--- src/rtl/fifo_frame_reader_if.sv ---
// Bundle of the FIFO show-ahead read port, the framed output stream and the
// status signals of the frame reader.
interface fifo_frame_reader_if #(
    parameter int DWIDTH  = 32,
    parameter int FCWIDTH = 16
);
    logic               enable;
    logic               fifo_empty;
    logic [DWIDTH-1:0]  fifo_data;
    logic               fifo_rd_en;
    logic               m_valid;
    logic               m_ready;
    logic [DWIDTH-1:0]  m_data;
    logic               m_last;
    logic [FCWIDTH-1:0] frame_cnt;
    logic               busy;

    modport master (
        input  enable, fifo_empty, fifo_data, m_ready,
        output fifo_rd_en, m_valid, m_data, m_last, frame_cnt, busy
    );

    modport slave (
        output enable, fifo_empty, fifo_data, m_ready,
        input  fifo_rd_en, m_valid, m_data, m_last, frame_cnt, busy
    );
endinterface

--- src/rtl/fifo_frame_reader.sv ---
// Drains a show-ahead FIFO into a valid/ready stream cut into fixed-length
// frames, with a 2-entry skid buffer and a clean frame close on disable.
module fifo_frame_reader #(
    parameter int DWIDTH    = 32,
    parameter int FRAME_LEN = 8,
    parameter int IWIDTH    = 8,
    parameter int FCWIDTH   = 16
) (
    input  logic               clock,
    input  logic               reset,
    fifo_frame_reader_if.master bus
);
    typedef enum logic [1:0] {IDLE, RUN, DRAIN} state_t;

    localparam logic [IWIDTH-1:0] LAST_IDX = IWIDTH'(FRAME_LEN - 1);

    state_t             state_q, state_d;
    logic [1:0]         occ_q, occ_d;
    logic [IWIDTH-1:0]  idx_q, idx_d;
    logic [DWIDTH-1:0]  data0_q, data0_d, data1_q, data1_d;
    logic               last0_q, last0_d, last1_q, last1_d;
    logic [FCWIDTH-1:0] cnt_q, cnt_d;

    logic pop_fifo;
    logic pop_last;
    logic out_hs;

    always_ff @(posedge clock or posedge reset) begin
        if (reset) begin
            state_q <= IDLE;
        end else begin
            state_q <= state_d;
        end
    end

    // Leaving RUN looks at the index after this edge's pop, so a pop that
    // opens or closes a frame in the same cycle is accounted for.
    always_comb begin
        state_d = state_q;
        unique case (state_q)
            IDLE:    if (bus.enable) state_d = RUN;
            RUN:     if (!bus.enable) state_d = (idx_d == '0) ? IDLE : DRAIN;
            DRAIN:   if (pop_last) state_d = IDLE;
            default: state_d = IDLE;
        endcase
    end

    always_comb begin
        pop_fifo = 1'b0;
        if ((state_q == RUN || state_q == DRAIN) && !bus.fifo_empty && occ_q != 2'd2) begin
            pop_fifo = 1'b1;
        end
    end

    assign pop_last       = pop_fifo && (idx_q == LAST_IDX);
    assign out_hs         = bus.m_valid && bus.m_ready;
    assign bus.fifo_rd_en = pop_fifo;
    assign bus.m_valid    = (occ_q != 2'd0);
    assign bus.m_data     = data0_q;
    assign bus.m_last     = last0_q;
    assign bus.frame_cnt  = cnt_q;
    assign bus.busy       = (state_q != IDLE) || (occ_q != 2'd0);

    always_comb begin
        idx_d = idx_q;
        if (pop_fifo) begin
            idx_d = pop_last ? '0 : idx_q + 1'b1;
        end
    end

    // Entry 0 is always the head; a push lands in the first free slot after
    // any head removal in the same cycle.
    always_comb begin
        occ_d   = occ_q;
        data0_d = data0_q;
        data1_d = data1_q;
        last0_d = last0_q;
        last1_d = last1_q;
        unique case (occ_q)
            2'd0: begin
                if (pop_fifo) begin
                    data0_d = bus.fifo_data;
                    last0_d = pop_last;
                    occ_d   = 2'd1;
                end
            end
            2'd1: begin
                if (pop_fifo && out_hs) begin
                    data0_d = bus.fifo_data;
                    last0_d = pop_last;
                end else if (pop_fifo) begin
                    data1_d = bus.fifo_data;
                    last1_d = pop_last;
                    occ_d   = 2'd2;
                end else if (out_hs) begin
                    occ_d   = 2'd0;
                end
            end
            default: begin
                if (out_hs) begin
                    data0_d = data1_q;
                    last0_d = last1_q;
                    occ_d   = 2'd1;
                end
            end
        endcase
    end

    always_comb begin
        cnt_d = cnt_q;
        if (out_hs && last0_q) begin
            cnt_d = cnt_q + 1'b1;
        end
    end

    always_ff @(posedge clock or posedge reset) begin
        if (reset) begin
            occ_q   <= 2'd0;
            idx_q   <= '0;
            data0_q <= '0;
            data1_q <= '0;
            last0_q <= 1'b0;
            last1_q <= 1'b0;
            cnt_q   <= '0;
        end else begin
            occ_q   <= occ_d;
            idx_q   <= idx_d;
            data0_q <= data0_d;
            data1_q <= data1_d;
            last0_q <= last0_d;
            last1_q <= last1_d;
            cnt_q   <= cnt_d;
        end
    end
endmodule

--- src/flat_wrapper.sv ---
// flat-port wrapper written by rule: the top's interface ports become plain ports
module fifo_frame_reader_flat 
#(
    parameter int DWIDTH    = 32,
    parameter int FRAME_LEN = 8,
    parameter int IWIDTH    = 8,
    parameter int FCWIDTH   = 16
)
  (clock, reset, bus_enable, bus_fifo_empty, bus_fifo_data, bus_m_ready, bus_fifo_rd_en, bus_m_valid, bus_m_data, bus_m_last, bus_frame_cnt, bus_busy);
  fifo_frame_reader_if #(.DWIDTH(DWIDTH), .FCWIDTH(FCWIDTH)) bus_i ();
  input  logic clock;
  input  logic reset;
  input wire logic [$bits(bus_i.enable)-1:0] bus_enable;
  input wire logic [$bits(bus_i.fifo_empty)-1:0] bus_fifo_empty;
  input wire logic [$bits(bus_i.fifo_data)-1:0] bus_fifo_data;
  input wire logic [$bits(bus_i.m_ready)-1:0] bus_m_ready;
  output wire logic [$bits(bus_i.fifo_rd_en)-1:0] bus_fifo_rd_en;
  output wire logic [$bits(bus_i.m_valid)-1:0] bus_m_valid;
  output wire logic [$bits(bus_i.m_data)-1:0] bus_m_data;
  output wire logic [$bits(bus_i.m_last)-1:0] bus_m_last;
  output wire logic [$bits(bus_i.frame_cnt)-1:0] bus_frame_cnt;
  output wire logic [$bits(bus_i.busy)-1:0] bus_busy;
  assign bus_i.enable = bus_enable;
  assign bus_i.fifo_empty = bus_fifo_empty;
  assign bus_i.fifo_data = bus_fifo_data;
  assign bus_i.m_ready = bus_m_ready;
  assign bus_fifo_rd_en = bus_i.fifo_rd_en;
  assign bus_m_valid = bus_i.m_valid;
  assign bus_m_data = bus_i.m_data;
  assign bus_m_last = bus_i.m_last;
  assign bus_frame_cnt = bus_i.frame_cnt;
  assign bus_busy = bus_i.busy;
  fifo_frame_reader #(.DWIDTH(DWIDTH), .FRAME_LEN(FRAME_LEN), .IWIDTH(IWIDTH), .FCWIDTH(FCWIDTH)) u_core (.clock(clock), .reset(reset), .bus(bus_i));
endmodule
--- config.mk ---
export PLATFORM = sky130hd
export DESIGN_NAME = fifo_frame_reader_flat
export DESIGN_NICKNAME = d
export VERILOG_FILES = /design/src/rtl/fifo_frame_reader_if.sv /design/src/rtl/fifo_frame_reader.sv /design/src/flat_wrapper.sv
export SDC_FILE = /design/constraint.sdc
export NUM_CORES = 1
export LEC_CHECK = 0
export CAP_MARGIN = 20
export CELL_PAD_IN_SITES_DETAIL_PLACEMENT = 1
export CELL_PAD_IN_SITES_GLOBAL_PLACEMENT = 1
export CORE_MARGIN = 4
export CORE_UTILIZATION = 30
export CTS_BUF_LIST = sky130_fd_sc_hd__clkbuf_16
export DETAILED_ROUTE_END_ITERATION = 10
export GPL_ROUTABILITY_DRIVEN = 1
export PLACE_DENSITY = 0.63
export RECOVER_POWER = 100
export SLEW_MARGIN = 5
export SYNTH_ARGS = -nofsm -noshare
export SYNTH_HDL_FRONTEND = slang
export SYNTH_SLANG_ARGS = --single-unit
--- constraint.sdc ---
create_clock -name clock -period 3.44 [get_ports clock]
set_clock_uncertainty 0.05 [all_clocks]
set_input_delay 0.516 -clock clock [delete_from_list [all_inputs] [get_ports clock]]
set_output_delay 0.516 -clock clock [all_outputs]
set_load 0.02 [all_outputs]
==> flow_metrics.py <==
metrics = {
    "setup_path": {
        "cp_cell_sequence": "nor2b_1, nor2_1, dlygate4sd3_1",
        "cp.buffers_inverters": 1,
        "critPathLaunchType": "flop",
        "arrival_ns": 2.43,
        "cp-end-kind": "output port",
        "path_delay_family": "simple AND/OR/NAND/NOR gates",
        "required_ns": 2.87,
        "setup.worst_path.class": "flop to output port",
        "critPathMaxFanout": 11,
        "crit_slowest_cell": "dlygate4sd3_1",
        "critical-path-max-stage-delay_ns": 0.73,
    },
    "cells_and_area": {
        "fin_area_um2": 5560,
        "n_fill_cell": 1483,
        "diodes": 0,
        "layout-drive-gt1-share": 0.0706,
        "area_growth_pct": 31.9,
        "final_nets": 490,
    },
    "drt": {
        "first_pass_iters": 4,
        "drt_iter0_markers": 76,
        "final_antenna_net_count": 0,
        "routed_wl_mm": 9.95,
        "via_per_inst": 4.72,
        "wl_per_cell_um": 15.7,
        "drc": 0,
        "num_vias": 2987,
    },
    "clock_network": {
        "cts_setup_buffers": 0,
        "clockBufferDepth": 2,
        "clk_latency_ns": 0.35,
        "hold_buffers": 0,
        "cts_root_buffer": "clkbuf_16",
        "cts_resized": 0,
        "tritoncts": "done",
        "clock-sinks": 94,
        "cts_htree_levels": 3,
        "path_clk_slew_ns": 0.07,
        "cts_inserted_buffers": 9,
    },
    "power_and_ir_drop": {
        "ir_drop_v": 0.000348,
        "power_density_nw_per_um2": 782,
        "power.leakage_nw": 2.48,
    },
    "logic_synthesis": {
        "ys_seq_area_frac": 0.558,
        "syn_area_um2": 4220,
        "yosys_register_bits": 94,
        "synth_edf_count": 0,
        "yosysUniqueCellTypes": 43,
        "syn_nets": 402,
        "ys_warn_count": 0,
        "syn_avg_cell_area_um2": 11.7,
        "async_flop_share": 1.00,
        "ys_dominant_reg_cell": "dfrtp_1",
        "netlist_instances": 360,
    },
    "grt": {
        "grt_pass1_wl_mm": 16.9,
        "grt_usage": 0.132,
        "grt_remaining_overflow": 0,
        "antenna_found_initial": 0,
        "grt_max_degree": 61,
        "grt_pass1_vias": 3234,
    },
    "sta": {
        "finalCriticalPeriod_ns": 2.99,
        "fin_crit_sh": 0.871,
        "tightestPinTransition_ns": 1.62,
        "max_freq_ghz": 0.334,
        "drv_slew": 36,
        "hold_viol_final": 0,
        "relSlewSlack": -0.0831,
        "rsz0062_at_grt": "no",
        "setup_violations": 0,
        "tns_ns": 0,
    },
    "place": {
        "place_congestion": 0.757,
        "hpwl_mm": 6.84,
        "place_area_um2": 5330,
        "portBuffers": 88,
    },
    "worst_hold_path": {
        "hold_path_class": "flop to flop",
    },
    "die": {
        "die-area_um2": 16000,
        "floorplan.initialDensity": 0.305,
        "io_pins": 89,
        "rows": 43,
        "core-area_um2": 13800,
        "die_y_um": 127,
        "die_w_um": 127,
    },
    "run_status": {
        "violations": "max-capacitance violations, max-slew violations",
        "outcome": "complete, but fails checks",
    },
    "job": {
        "maxCapViolations": 1,
    },
}
[report_power, final]
group	switching, W	internal (W)
sequential	0.000255	0.00152
clock	0.000443	0.000566
combinational	0.000871	0.000689
[flip-flops by register name (all words and copies together) (netlist names)]
name,flops
u_core.data1_q,32
u_core.bus.frame_cnt,16
u_core.occ_q,2
u_core.idx_q,8
u_core.state_q,2
u_core.bus.m_last,1
u_core.last1_q,1
u_core.bus.m_data,32
[kinds of logic after synthesis]
| logic type | after synthesis | share of synthesized area |
|---|---|---|
| multiplexers | 67 | 0.169 |
| buffers and inverters | 24 | 0.0237 |
| flip-flops | 94 | 0.558 |
| AO/OA/AOI/OAI | 57 | 0.0849 |
| XOR/XNOR | 20 | 0.0416 |
| AND/OR/NAND/NOR | 93 | 0.107 |
| adder cells (fa/ha/maj) | 5 | 0.0148 |
[worst paths after layout]
path                       slack [ns]  depth (start not counted)                     start                       end
min                              0.42                          1  u_core.bus.frame_cnt[15]  u_core.bus.frame_cnt[15]
min in group asynchronous        0.95                          2                     reset  u_core.bus.frame_cnt[15]
max                              0.45                          3           u_core.occ_q[0]            bus_fifo_rd_en
max in group asynchronous        0.82                          3                     reset        u_core.data1_q[11]
max reg2reg                      0.65                          4           u_core.occ_q[1]        u_core.data1_q[24]
min reg2reg                      0.42                          1  u_core.bus.frame_cnt[15]  u_core.bus.frame_cnt[15]
[through the flow]
stage | hold WS (ns) | util | setup slack [ns] | cells | total power (W)
global route | 0.437 | 0.402 | 0.314 | 633 | 0.00468
floorplan | 0.408 | - | 0.425 | 360 | 0.00279
finish | 0.418 | 0.402 | 0.445 | 633 | 0.00435
global placement | 0.417 | 0.385 | 0.719 | 617 | 0.00348
CTS | 0.434 | 0.407 | 0.397 | 633 | 0.00459
detailed placement | 0.416 | 0.385 | 0.728 | 617 | 0.00354
[cell type report]
type,count,area (µm²),share of cell area
flip-flops and latches,94,2350,0.423
multi-input cells,242,1750,0.314
repair buffers,94,912,0.164
clock buffers,9,225,0.0405
well taps,180,225,0.0405
clock inverters,7,72.6,0.0130
inverters,7,27.5,0.00495
[layer usage]
layer	routed length (µm)	GRT usage	vias up
li1	-	-	1441
met1	4800	0.178	1473
met2	4520	0.201	61
met3	432	0.0345	12
met4	195	0.0549	0
met5	0	0	-
[synth_stat cells (3+ instances only)]
library cell,n,area [µm²]
buf_2,8,40.0
ha_1,5,62.6
nand4_1,4,25.0
nor3_1,3,15.0
xor2_1,7,61.3
mux2_2,3,33.8
dfrtp_1,94,2350
o21ai_1,29,145
xnor2_1,13,114
and3_1,4,25.0
nor2b_1,4,25.0
clkbuf_1,8,30.0
mux2i_1,32,320
or3_1,3,18.8
nand3_1,12,60.1
nor2_1,9,33.8
inv_1,7,26.3
o21ai_0,13,65.1
mux2_1,32,360
nand2_1,43,161
[worst register-to-register path, delay by kind of cell, from the launching register on]
family / cells / cell delay, ns
buf+inv: 2 / 1.48
flops: 1 / 0.41
simple gates: 1 / 0.30
mux: 1 / 0.43
[cell usage in the layout (no fill, tap or decap), types with 4 or more instances in the layout]
cell / count
nand2_1: 43
clkdlybuf4s50_1: 34
o21ai_1: 7
and3_1: 4
o21ai_0: 35
xnor2_1: 13
nor2_1: 8
dlygate4sd3_1: 54
nand3_1: 12
nand4_1: 4
mux2_1: 32
xor2_1: 7
clkbuf_16: 9
mux2i_1: 32
clkbuf_2: 4
inv_1: 7
ha_1: 5
nor2b_1: 4
dfrtp_1: 93
Power figures use the tool's default switching activity.
